`src/rtl/cpu86_exec_retire_tracker.sv`:
```
// ---------------------------------------------------------------------------
// cpu86_exec_retire_tracker
//
// In-order retirement tracker sitting between the CPU86 issue point and the
// exec-stage register file. Each issued instruction's static info (op, dir,
// code, CS:IP, sreg, dreg) is queued in a circular buffer. On every retire
// pulse the oldest entry is popped. Next cycle it is presented as a vld_*
// record, together with the architectural registers sampled in the retire
// cycle. The record feeds the golden-reference register checker.
//
// Parameters:
//   DEPTH  in-flight queue depth (power of two, 2..16)
//   CNT_W  width of the retired-instruction counter
//
// Ports:
//   clk, resetn          clock, synchronous active-low reset
//   issue_*              issue handshake and static instruction fields
//   issue_ready          combinational: (count < DEPTH) && !flush
//   retire_valid         oldest in-flight instruction retired this cycle
//   flush                discard all in-flight entries (branch redirect)
//   rf_ax..rf_fl         architectural registers, valid in the retire cycle
//   vld_valid            one-cycle pulse per emitted retire record
//   vld_*                head-entry fields plus sampled registers (held)
//   retire_cnt           retired instructions since reset (wraps)
//   err_underflow        sticky: retire seen with an empty queue
//
// Optional feature macro: CPU86_TRACE_PREFIX_FILTER_EN
//   When defined, retired PREFIX entries (op=11) with code LOCK (2) or
//   SEGM (3) are popped and counted but produce no vld_valid pulse.
// ---------------------------------------------------------------------------
module cpu86_exec_retire_tracker #(
   parameter int DEPTH = 4,
   parameter int CNT_W = 32
) (
   input  logic             clk,
   input  logic             resetn,
   input  logic             issue_valid,
   output logic             issue_ready,
   input  logic [4:0]       issue_op,
   input  logic [2:0]       issue_dir,
   input  logic [3:0]       issue_code,
   input  logic [15:0]      issue_cs,
   input  logic [15:0]      issue_ip,
   input  logic [3:0]       issue_sreg,
   input  logic [3:0]       issue_dreg,
   input  logic             retire_valid,
   input  logic             flush,
   input  logic [15:0]      rf_ax,
   input  logic [15:0]      rf_bx,
   input  logic [15:0]      rf_cx,
   input  logic [15:0]      rf_dx,
   input  logic [15:0]      rf_bp,
   input  logic [15:0]      rf_sp,
   input  logic [15:0]      rf_si,
   input  logic [15:0]      rf_di,
   input  logic [15:0]      rf_fl,
   output logic             vld_valid,
   output logic [4:0]       vld_op,
   output logic [2:0]       vld_dir,
   output logic [3:0]       vld_code,
   output logic [15:0]      vld_cs,
   output logic [15:0]      vld_ip,
   output logic [3:0]       vld_sreg,
   output logic [3:0]       vld_dreg,
   output logic [15:0]      vld_ax,
   output logic [15:0]      vld_bx,
   output logic [15:0]      vld_cx,
   output logic [15:0]      vld_dx,
   output logic [15:0]      vld_bp,
   output logic [15:0]      vld_sp,
   output logic [15:0]      vld_si,
   output logic [15:0]      vld_di,
   output logic [15:0]      vld_fl,
   output logic [CNT_W-1:0] retire_cnt,
   output logic             err_underflow
);

   localparam int          AW      = (DEPTH > 1) ? $clog2(DEPTH) : 1;
   localparam int          EW      = 52;
   localparam logic [AW:0] L_DEPTH = (AW+1)'(DEPTH);

   // Entry layout: {op[51:47], dir[46:44], code[43:40], cs[39:24],
   //                ip[23:8], sreg[7:4], dreg[3:0]}
   logic [EW-1:0]      r_mem [DEPTH];
   logic [AW-1:0]      r_wr_ptr;
   logic [AW-1:0]      r_rd_ptr;
   logic [AW:0]        r_count;

   logic               r_vld_valid;
   logic [EW-1:0]      r_vld_entry;
   logic [8:0][15:0]   r_vld_rf;
   logic [CNT_W-1:0]   r_retire_cnt;
   logic               r_err_underflow;

   logic               w_issue_ready;
   logic               w_push;
   logic               w_pop;
   logic               w_filt;
   logic               w_emit;
   logic [EW-1:0]      w_issue_entry;
   logic [EW-1:0]      w_head;
   logic [8:0][15:0]   w_rf;

   // Ready is refused during a flush and is not helped by a same-cycle retire.
   assign w_issue_ready = (r_count < L_DEPTH) && !flush;
   assign w_push        = issue_valid && w_issue_ready;
   assign w_pop         = retire_valid && (r_count != '0);

   assign w_issue_entry = {issue_op, issue_dir, issue_code, issue_cs,
                           issue_ip, issue_sreg, issue_dreg};
   assign w_head        = r_mem[r_rd_ptr];
   assign w_rf          = {rf_fl, rf_di, rf_si, rf_sp, rf_bp,
                           rf_dx, rf_cx, rf_bx, rf_ax};

`ifdef CPU86_TRACE_PREFIX_FILTER_EN
   // LOCK / segment-override prefixes carry no architectural effect of their
   // own, so the checker never sees them. REPZ/REPNZ are still emitted.
   assign w_filt = (w_head[51:47] == 5'd11) &&
                   ((w_head[43:40] == 4'b0010) || (w_head[43:40] == 4'b0011));
`else
   assign w_filt = 1'b0;
`endif

   assign w_emit = w_pop && !w_filt;

   // Payload storage needs no reset: only slots between rd_ptr and wr_ptr
   // are ever read.
   always_ff @(posedge clk) begin
      if (w_push)
         r_mem[r_wr_ptr] <= w_issue_entry;
   end

   always_ff @(posedge clk) begin
      if (!resetn) begin
         r_wr_ptr <= '0;
         r_rd_ptr <= '0;
         r_count  <= '0;
      end else begin
         // A flush refuses the issue (ready=0), so wr_ptr is stable and the
         // same-cycle pop is subsumed by snapping rd_ptr to wr_ptr.
         if (w_push)
            r_wr_ptr <= r_wr_ptr + AW'(1);
         if (flush) begin
            r_rd_ptr <= r_wr_ptr;
            r_count  <= '0;
         end else begin
            if (w_pop)
               r_rd_ptr <= r_rd_ptr + AW'(1);
            if (w_push && !w_pop)
               r_count <= r_count + (AW+1)'(1);
            else if (!w_push && w_pop)
               r_count <= r_count - (AW+1)'(1);
         end
      end
   end

   always_ff @(posedge clk) begin
      if (!resetn) begin
         r_vld_valid     <= 1'b0;
         r_vld_entry     <= '0;
         r_vld_rf        <= '0;
         r_retire_cnt    <= '0;
         r_err_underflow <= 1'b0;
      end else begin
         r_vld_valid <= w_emit;
         if (w_emit) begin
            r_vld_entry <= w_head;
            r_vld_rf    <= w_rf;
         end
         if (w_pop)
            r_retire_cnt <= r_retire_cnt + CNT_W'(1);
         if (retire_valid && (r_count == '0))
            r_err_underflow <= 1'b1;
      end
   end

   assign issue_ready   = w_issue_ready;
   assign vld_valid     = r_vld_valid;
   assign vld_op        = r_vld_entry[51:47];
   assign vld_dir       = r_vld_entry[46:44];
   assign vld_code      = r_vld_entry[43:40];
   assign vld_cs        = r_vld_entry[39:24];
   assign vld_ip        = r_vld_entry[23:8];
   assign vld_sreg      = r_vld_entry[7:4];
   assign vld_dreg      = r_vld_entry[3:0];
   assign vld_ax        = r_vld_rf[0];
   assign vld_bx        = r_vld_rf[1];
   assign vld_cx        = r_vld_rf[2];
   assign vld_dx        = r_vld_rf[3];
   assign vld_bp        = r_vld_rf[4];
   assign vld_sp        = r_vld_rf[5];
   assign vld_si        = r_vld_rf[6];
   assign vld_di        = r_vld_rf[7];
   assign vld_fl        = r_vld_rf[8];
   assign retire_cnt    = r_retire_cnt;
   assign err_underflow = r_err_underflow;

endmodule
```
`config.mk`:
```
export PLATFORM = sky130hd
export DESIGN_NAME = cpu86_exec_retire_tracker
export DESIGN_NICKNAME = d
export VERILOG_FILES = /design/src/rtl/cpu86_exec_retire_tracker.sv
export SDC_FILE = /design/constraint.sdc
export NUM_CORES = 1
export LEC_CHECK = 0
export CAP_MARGIN = 20
export CORE_MARGIN = 2
export CORE_UTILIZATION = 54
export CTS_BUF_LIST = sky130_fd_sc_hd__clkbuf_8
export CTS_CLUSTER_DIAMETER = 120
export CTS_CLUSTER_SIZE = 30
export DETAILED_ROUTE_END_ITERATION = 7
export HOLD_SLACK_MARGIN = 0.03
export PLACE_DENSITY = 0.93
export REMOVE_ABC_BUFFERS = 1
export SYNTH_ARGS = -nofsm -noshare
export SYNTH_HDL_FRONTEND = slang
export SYNTH_SLANG_ARGS = --single-unit
export TNS_END_PERCENT = 20
```
`constraint.sdc`:
```
create_clock -name clk -period 8.2 [get_ports clk]
set_clock_uncertainty 0.2 [all_clocks]
set_input_delay 2.05 -clock clk [delete_from_list [all_inputs] [get_ports clk]]
set_output_delay 2.05 -clock clk [all_outputs]
set_load 0.01 [all_outputs]
```
==> flow_summary_export.csv, run 1 <==
group,metric,value,unit
setup_path,cp-end-kind,"output port",
worst_hold_path,hold_class,"reg -> reg",
cts,path_clk_slew,160,ps
final_layout,nNetsFinal,1930,
final_layout,top_register,"r_mem",
global_route,use_met3,6.93,%
placement,place_inst,2092,
final_layout,largest_reg_flops,208,
timing,fmax,175,MHz
floorplanning,rows,63,
floorplanning,start_util,54.5,%
floorplanning,core_area,29500,sq um
cts,cts_root_buf,"clkbuf_8",
global_route,grt_use_met1,36.6,%
power,p_total,3.86,mW
timing,min_period,5700,ps
global_route,grt_util_all_layers,28.4,%
placement,portBuffers,431,
power,p_switching,952,uW
global_route,grt_pass1_vias,11334,
run_status,status,"finished clean",
final_layout,area_growth,30.2,%
final_layout,drive_above_1_share,5.55,%
cts,post-cts-setup-buffers,0,
global_route,antenna_found_initial,7,
cts,cts_max_path_buffers,3,
cts,cts_htree_levels,1,
floorplanning,die_height,177,microns
final_layout,fin_util,71.0,%
global_route,top_usage_layer,"met2",
power,power_density,184,nW/um^2
cts,cts_hold_buf,0,
detailed_routing,drc,0,
placement,place_hpwl,31000,microns
setup_path,start_kind,"input pin",
timing,worst_pin_slew,1140,ps
floorplanning,pin_count,432,
timing,finalSetupViolations,0,
setup_path,path_class,"in -> out",
timing,slew_viol_final,0,
synthesis,ys_warn_count,0,
synthesis,ys_ff_latch,445,
synthesis,synth_area,16100,sq um
power,p_int,2.91,mW
cts,cts_tree,"built",
synthesis,synth_largest_area_cell,"edfxtp_1",
timing,post-route-period-util,69.6,%
cts,cts-resized-gates,0,
synthesis,postSynthCellCount,1345,
setup_path,critPathRequiredTime,5950,ps
power,vdd_drop_max,0.000185,V
global_route,use_met2,46.0,%
cts,numCtsBuffers,18,
detailed_routing,ant_nets,0,
synthesis,synth.area.top_cells,"edfxtp_1, dfxtp_1, nand2_1, mux4_2, a21oi_1",
power,pwr-share-comb,14.5,%
power,p_leak,6.80,nW
final_layout,final_common_cell,"clkdlybuf4s50_1",
final_layout,instances_no_fill,2125,
detailed_routing,wl_per_cell,21.6,microns
setup_path,path_max_fanout,6,
detailed_routing,drt-total-wl,45900,microns
cts,insertion_delay,590,ps
global_route,grt_pass1_wl,67100,microns
timing,rsz0062_at_grt,"false",
placement,place_congestion,0.947,
timing,relSlewSlack,24.3,%
final_layout,final_cell_mix,"clkdlybuf4s50_1, nand2_1, dfxtp_1",
floorplanning,die_area,31200,sq um
synthesis,seq_area_frac_synth,68.4,%
detailed_routing,drt-initial-drc-count,996,
detailed_routing,route.vias.total,11821,
power,clkPwrFrac,21.8,%
synthesis,yosysUniqueCellTypes,34,
floorplanning,die_width,177,microns
synthesis,synth_top_cell_area_share,38.9,%
placement,dpl_worst_slack,2440,ps
power,power_frac_seq,63.7,%
detailed_routing,vias_per_cell,5.56,
global_route,grt_max_degree,178,
setup_path,arrival,3450,ps
power,switching_share,24.6,%
timing,hold_viol,0,
synthesis,syn-mean-instance-area,11.9,sq um
job,cap_violations,0,
global_route,overflow,0,
timing,layout_setup_ws,2500,ps
cts,cts.sinks,445,
detailed_routing,first_pass_iters,5,
## cells in the mapped netlist, drive strengths merged
| cell type | instances |
|---|---|
| nand3 | 15 |
| o21ai | 5 |
| o31a | 1 |
| ha | 6 |
| nor2 | 38 |
| xor2 | 16 |
| nor3 | 6 |
| and3 | 8 |
| dfxtp | 237 |
| o21bai | 1 |
| fa | 1 |
| or3 | 1 |
| nand2b | 7 |
| mux2i | 3 |
| and2 | 2 |
| buf | 33 |
| a211oi | 2 |
| xnor2 | 11 |
| nand4 | 16 |
| a21oi | 200 |
| and4 | 1 |
| inv | 8 |
| nor4 | 5 |
| mux4 | 52 |
| o21a | 4 |
| clkbuf | 51 |
| nand2 | 407 |
| edfxtp | 208 |
## worst paths after layout
kind	startpoint	to	slack, ps	depth (start not counted)
hold reg to reg	r_vld_entry[12]$_SDFFE_PN0P_	r_vld_entry[12]$_SDFFE_PN0P_	270	2
hold / removal	r_vld_entry[12]$_SDFFE_PN0P_	r_vld_entry[12]$_SDFFE_PN0P_	270	2
setup reg to reg	r_count[0]$_SDFFE_PP0P_	retire_cnt[25]$_SDFFE_PN0P_	4520	6
setup / recovery	flush	issue_ready	2500	3
## routing by layer
| metal | vias to the layer above | routed length (microns) |
|---|---|---|
| met5 | - | 49 |
| met3 | 107 | 4100 |
| met1 | 5763 | 17600 |
| li1 | 5397 | - |
| met2 | 546 | 21900 |
| met4 | 8 | 2290 |
## power by group through the flow
stage	Combinational (mW)	Sequential, mW	Clock [mW]
2_1_floorplan	0.211	2.54	0
3_3_place_gp	0.545	2.50	0
3_5_place_dp	0.560	2.51	0
4_1_cts	0.563	2.46	0.857
5_1_grt	0.598	2.47	0.936
6_report	0.561	2.46	0.841
## metrics by stage
| stage | area (sq um) | hold slack (ps) | setup TNS [ps] |
|---|---|---|---|
| final | 20900 | 267 | 0 |
| after global routing | 20900 | 281 | 0 |
| after CTS | 20900 | 267 | 0 |
| after detailed placement | 20600 | 246 | 0 |
| after global placement | 20600 | 241 | 0 |
| after floorplan | 15700 | 281 | -650340 |
## cell families (layout without fill, tap and decap cells)
kind of cell | Yosys count | count (layout) | share of synthesized area [%]
other | 0 | 4 | 0
AOI/OAI and AO/OA | 213 | 213 | 6.77
muxes | 55 | 55 | 7.47
adders and majority gates | 7 | 7 | 0.592
and+or+nand+nor | 506 | 506 | 12.9
xor gates and xnor gates | 27 | 27 | 1.47
DFF | 445 | 445 | 68.4
buffers and inverters | 92 | 478 | 2.40
## worst max-delay path, stage by stage
cell and delay (ps):
clkdlybuf4s50_1 490, nor2_1 310, clkdlybuf4s50_1 610
## cell type report
class	instances	area [sq um]
clock buffers	19	262
multi-input cells	808	4700
well taps	390	488
repair buffers	441	4390
fillers	2014	8550
diodes	4	10.0
clock inverters	10	42.5
inverters	8	42.5
flip-flops and latches	445	11000
No activity file was read; power rests on OpenSTA's default activity.
==> run 2: changes to the inputs <==
--- a/config.mk
+++ b/config.mk
@@ -7,13 +7,13 @@
 export LEC_CHECK = 0
 export CAP_MARGIN = 20
 export CORE_MARGIN = 2
-export CORE_UTILIZATION = 54
+export CORE_UTILIZATION = 50
 export CTS_BUF_LIST = sky130_fd_sc_hd__clkbuf_8
 export CTS_CLUSTER_DIAMETER = 120
 export CTS_CLUSTER_SIZE = 30
 export DETAILED_ROUTE_END_ITERATION = 7
 export HOLD_SLACK_MARGIN = 0.03
-export PLACE_DENSITY = 0.93
+export PLACE_DENSITY = 0.87
 export REMOVE_ABC_BUFFERS = 1
 export SYNTH_ARGS = -nofsm -noshare
 export SYNTH_HDL_FRONTEND = slang
==> constraint.sdc (replaced) <==
create_clock -name clk -period 5.5 [get_ports clk]
set_clock_uncertainty 0.2 [all_clocks]
set_input_delay 1.375 -clock clk [delete_from_list [all_inputs] [get_ports clk]]
set_output_delay 1.375 -clock clk [all_outputs]
set_load 0.01 [all_outputs]
==> run 2 against run 1 <==
  * Worst setup slack got worse by 1300 ps
  * First-iteration DRC count decreased by 8.8%
  * Design area increased by 0.22%
  * Count of clock-buffer cells in the layout shrank 1
  * Via count down 1.8%
  * Sequential share of layout area down 0.12 points
  * Wire length is 3.9% lower
  * Register-to-register slack worse by 1700 ps
  * Utilization is 4.7 points lower
  * Critical path type unchanged
  * Critical endpoint unchanged
==> flow_summary_export.csv, run 2 (same netlist as run 1, synthesis figures left out) <==
group,metric,value,unit
floorplanning,core_area,31600,sq um
cts,cts_max_path_buffers,3,
floorplanning,die_width,183,microns
detailed_routing,route.vias.total,11607,
setup_path,cp-end-kind,"output port",
final_layout,instances_no_fill,2136,
cts,cts_tree,"built",
global_route,overflow,0,
detailed_routing,drc,0,
detailed_routing,vias_per_cell,5.43,
placement,place_hpwl,30000,microns
timing,min_period,4320,ps
floorplanning,die_area,33600,sq um
placement,portBuffers,431,
setup_path,path_buf_inv,2,
final_layout,nNetsFinal,1931,
cts,cts_root_buf,"clkbuf_8",
setup_path,crit_path_cell_trace,"clkdlybuf4s50_1 > nor2_1 > clkdlybuf4s50_1",
timing,post-route-period-util,78.5,%
final_layout,final_common_cell,"clkdlybuf4s50_1",
cts,cts_htree_levels,1,
placement,dpl_cell_area,20700,sq um
setup_path,critical_path.slowest_cell,"clkdlybuf4s50_1",
global_route,grt_util_all_layers,25.6,%
setup_path,start_kind,"input pin",
setup_path,path_class,"in -> out",
timing,relSlewSlack,37.8,%
timing,fmax,232,MHz
final_layout,top_register,"r_mem",
final_layout,nFillCells,2267,
timing,finalSetupViolations,0,
floorplanning,start_util,50.8,%
cts,cts_hold_buf,0,
detailed_routing,first_pass_iters,5,
cts,numCtsBuffers,18,
setup_path,path_max_fanout,6,
final_layout,fin_area,21000,sq um
floorplanning,pin_count,432,
detailed_routing,drt-initial-drc-count,908,
final_layout,largest_reg_flops,208,
placement,dpl_worst_slack,1180,ps
global_route,grt_pass1_wl,65800,microns
power,vdd_drop_max,0.000307,V
timing,worst_pin_slew,934,ps
global_route,grt_max_degree,201,
timing,rsz0062_at_grt,"false",
power,p_leak,6.81,nW
floorplanning,rows,65,
detailed_routing,drt-total-wl,44100,microns
setup_path,critPathRequiredTime,3920,ps
job,cap_violations,0,
cts,cts-resized-gates,0,
cts,path_clk_slew,170,ps
global_route,grt_pass1_vias,11356,
setup_path,cp_top_family,"buffers and inverters",
placement,place_inst,2105,
detailed_routing,wl_per_cell,20.6,microns
timing,slew_viol_final,0,
placement,place_congestion,0.907,
power,power_density,273,nW/um^2
final_layout,fin_util,66.3,%
global_route,antenna_found_initial,5,
final_layout,area_growth,30.5,%
cts,cts.sinks,445,
cts,insertion_delay,600,ps
setup_path,crit_top_cell,"clkdlybuf4s50_1",
final_layout,drive_above_1_share,5.60,%
worst_hold_path,hold_class,"reg -> reg",
setup_path,arrival,2740,ps
timing,layout_setup_ws,1180,ps
floorplanning,die_height,183,microns
setup_path,critPathMaxStageDelay,600,ps
cts,post-cts-setup-buffers,0,
final_layout,final_cell_mix,"clkdlybuf4s50_1, nand2_1, dfxtp_1",
run_status,status,"finished clean",
timing,hold_viol,0,
detailed_routing,ant_nets,0,
## run 2: per-stage QoR
step | power, mW | setup TNS (ps) | hold slack [ps]
floorplan | 4.10 | -1095550 | 281
global placement | 4.55 | 0 | 241
detailed placement | 4.57 | 0 | 246
CTS | 5.78 | 0 | 266
global route | 5.96 | 0 | 280
finish | 5.73 | 0 | 264
## run 2: routing by layer
| layer | part of all wire [%] | vias up | wire length [microns] | track usage, % |
|---|---|---|---|---|
| met5 | 0.036 | - | 16 | 0 |
| met4 | 6.0 | 2 | 2630 | 12.9 |
| met3 | 9.0 | 109 | 3960 | 6.87 |
| met2 | 46 | 501 | 20200 | 41.4 |
| met1 | 39 | 5604 | 17300 | 32.0 |
| li1 | - | 5391 | - | - |
## run 2: tightest hold or removal path, cell delays in order (launching register included)
cell	delay (ps)
dfxtp_1	340
nand2_1	50
a21oi_1	50
## run 2: final cells by class
type	count	area, sq um	share of cell area [%]
diodes	3	7.51	0.0358
inverters	8	42.5	0.203
clock buffers	18	248	1.18
multi-input cells	808	4700	22.4
repair buffers	442	4430	21.1
well taps	402	503	2.40
clock inverters	10	45.0	0.215
flip-flops and latches	445	11000	52.4
## run 2: worst paths after layout
path / start / endpoint / slack (ps) / cells after the start
worst max register to register: r_count[2]$_SDFFE_PP0P_ / r_count[2]$_SDFFE_PP0P_ / 2770 / 8
worst min register to register: vld_cx[8]$_SDFFE_PN0P_ / vld_cx[8]$_SDFFE_PN0P_ / 260 / 2
worst max-delay path: flush / issue_ready / 1180 / 3
worst min-delay path: vld_cx[8]$_SDFFE_PN0P_ / vld_cx[8]$_SDFFE_PN0P_ / 260 / 2
## run 2: power breakdown
group	total [mW]	switching (mW)	internal [mW]	leakage (nW)
registers	3.67	0.0744	3.60	3.81
logic	0.827	0.409	0.417	2.82
clock network	1.23	0.914	0.315	0.181
==> run 3: changes to the inputs <==
--- a/config.mk
+++ b/config.mk
@@ -7,13 +7,13 @@
 export LEC_CHECK = 0
 export CAP_MARGIN = 20
 export CORE_MARGIN = 2
-export CORE_UTILIZATION = 50
+export CORE_UTILIZATION = 45
 export CTS_BUF_LIST = sky130_fd_sc_hd__clkbuf_8
 export CTS_CLUSTER_DIAMETER = 120
 export CTS_CLUSTER_SIZE = 30
 export DETAILED_ROUTE_END_ITERATION = 7
 export HOLD_SLACK_MARGIN = 0.03
-export PLACE_DENSITY = 0.87
+export PLACE_DENSITY = 0.83
 export REMOVE_ABC_BUFFERS = 1
 export SYNTH_ARGS = -nofsm -noshare
 export SYNTH_HDL_FRONTEND = slang
==> constraint.sdc (replaced) <==
create_clock -name clk -period 3.63 [get_ports clk]
set_clock_uncertainty 0.2 [all_clocks]
set_input_delay 0.9075 -clock clk [delete_from_list [all_inputs] [get_ports clk]]
set_output_delay 0.9075 -clock clk [all_outputs]
set_load 0.01 [all_outputs]
==> run 3 against run 2 <==
  * Flip-flop and latch count unchanged
  * Worst setup slack worse by 960 ps
  * Sequential share of layout area down 0.68 points
==> flow_summary_export.csv, run 3 (same netlist as run 1, synthesis figures left out) <==
group,metric,value,unit
placement,dpl_cell_area,20900,sq um
power,p_total,8.74,mW
final_layout,nNetsFinal,1943,
floorplanning,core_area,35400,sq um
final_layout,largest_reg_flops,208,
setup_path,critPathRequiredTime,2520,ps
global_route,antenna_found_initial,7,
worst_hold_path,hold_class,"reg -> reg",
setup_path,path_max_fanout,6,
cts,post-cts-setup-buffers,0,
cts,cts_hold_buf,0,
cts,cts_root_buf,"clkbuf_8",
floorplanning,pin_count,432,
detailed_routing,drt-total-wl,44200,microns
detailed_routing,drc,0,
setup_path,ff2ff_path_depth,8,
detailed_routing,vias_per_cell,5.23,
floorplanning,die_width,193,microns
detailed_routing,drt-initial-drc-count,591,
timing,post-route-period-util,93.9,%
power,vdd_drop_max,0.000348,V
floorplanning,die_height,193,microns
setup_path,arrival,2300,ps
floorplanning,rows,69,
detailed_routing,first_pass_iters,5,
detailed_routing,wl_per_cell,20.0,microns
timing,relSlewSlack,46.8,%
setup_path,cp-end-kind,"output port",
global_route,use_met3,6.30,%
worst_hold_path,hold-path-cell-count,2,
detailed_routing,ant_nets,0,
placement,place_congestion,0.913,
power,power_density,411,nW/um^2
timing,finalSetupViolations,0,
global_route,use_met2,36.3,%
power,p_leak,6.91,nW
cts,cts.sinks,445,
timing,whs,265,ps
timing,rsz0062_at_grt,"false",
cts,insertion_delay,600,ps
timing,hold_viol,0,
final_layout,final_cell_mix,"clkdlybuf4s50_1, nand2_1, dfxtp_1",
cts,cts_max_path_buffers,3,
global_route,grt_use_met1,28.8,%
global_route,top_usage_layer,"met2",
detailed_routing,route.vias.total,11551,
timing,fmax,293,MHz
final_layout,final_common_cell,"clkdlybuf4s50_1",
cts,cts_htree_levels,1,
placement,dpl_worst_slack,176,ps
placement,place_hpwl,30300,microns
setup_path,start_kind,"input pin",
global_route,overflow,0,
job,cap_violations,0,
timing,worst_pin_slew,799,ps
final_layout,area_growth,32.2,%
timing,layout_setup_ws,223,ps
cts,cts_tree,"built",
final_layout,fin_area,21300,sq um
cts,numCtsBuffers,18,
global_route,grt_pass1_wl,64400,microns
run_status,status,"finished clean",
setup_path,path_class,"in -> out",
floorplanning,die_area,37200,sq um
timing,slew_viol_final,0,
global_route,grt_max_degree,158,
floorplanning,start_util,45.4,%
global_route,grt_pass1_vias,11125,
cts,cts-resized-gates,0,
final_layout,drive_above_1_share,6.25,%
final_layout,top_register,"r_mem",
placement,portBuffers,431,
cts,path_clk_slew,170,ps
global_route,grt_util_all_layers,22.6,%
timing,min_period,3410,ps
[run 3: final timing paths]
kind / from / endpoint / slack, ps
min: r_vld_entry[23]$_SDFFE_PN0P_ / r_vld_entry[23]$_SDFFE_PN0P_ / 270
max reg2reg: r_count[2]$_SDFFE_PP0P_ / r_count[2]$_SDFFE_PP0P_ / 1220
min reg2reg: r_vld_entry[23]$_SDFFE_PN0P_ / r_vld_entry[23]$_SDFFE_PN0P_ / 270
max: flush / issue_ready / 220
[run 3: critical path, cell delays in order]
cell and delay [ps]:
clkdlybuf4s50_1 500, nor2_1 290, clkdlybuf4s50_1 600
[run 3: power breakdown]
| part | internal, mW | switching [mW] |
|---|---|---|
| Clock | 0.498 | 1.41 |
| Combinational | 0.647 | 0.614 |
| Sequential | 5.45 | 0.117 |
[run 3: cell type report]
| cell class | instances | area [sq um] |
|---|---|---|
| clock buffer | 19 | 262 |
| clock inverter | 11 | 46.3 |
| antenna | 2 | 5.00 |
| sequential | 445 | 11000 |
| timing repair buffer | 454 | 4620 |
| fill | 2756 | 14100 |
| tap | 461 | 577 |
| inverter | 8 | 42.5 |
| multi-input combinational | 808 | 4700 |
[run 3: metal layers]
metal | up-vias | part of all wire (%) | routed length [microns]
li1 | 5427 | - | -
met1 | 5605 | 40 | 17700
met2 | 415 | 46 | 20500
met3 | 96 | 8.8 | 3900
met4 | 8 | 4.6 | 2040
met5 | - | 0.11 | 50
[run 3: per-stage QoR]
stage	util [%]	cells	TNS, ps
2_1_floorplan	-	1261	-1413920
3_3_place_gp	59.2	2176	0
3_5_place_dp	59.2	2176	0
4_1_cts	60.0	2206	0
5_1_grt	60.0	2208	0
6_report	60.0	2208	0
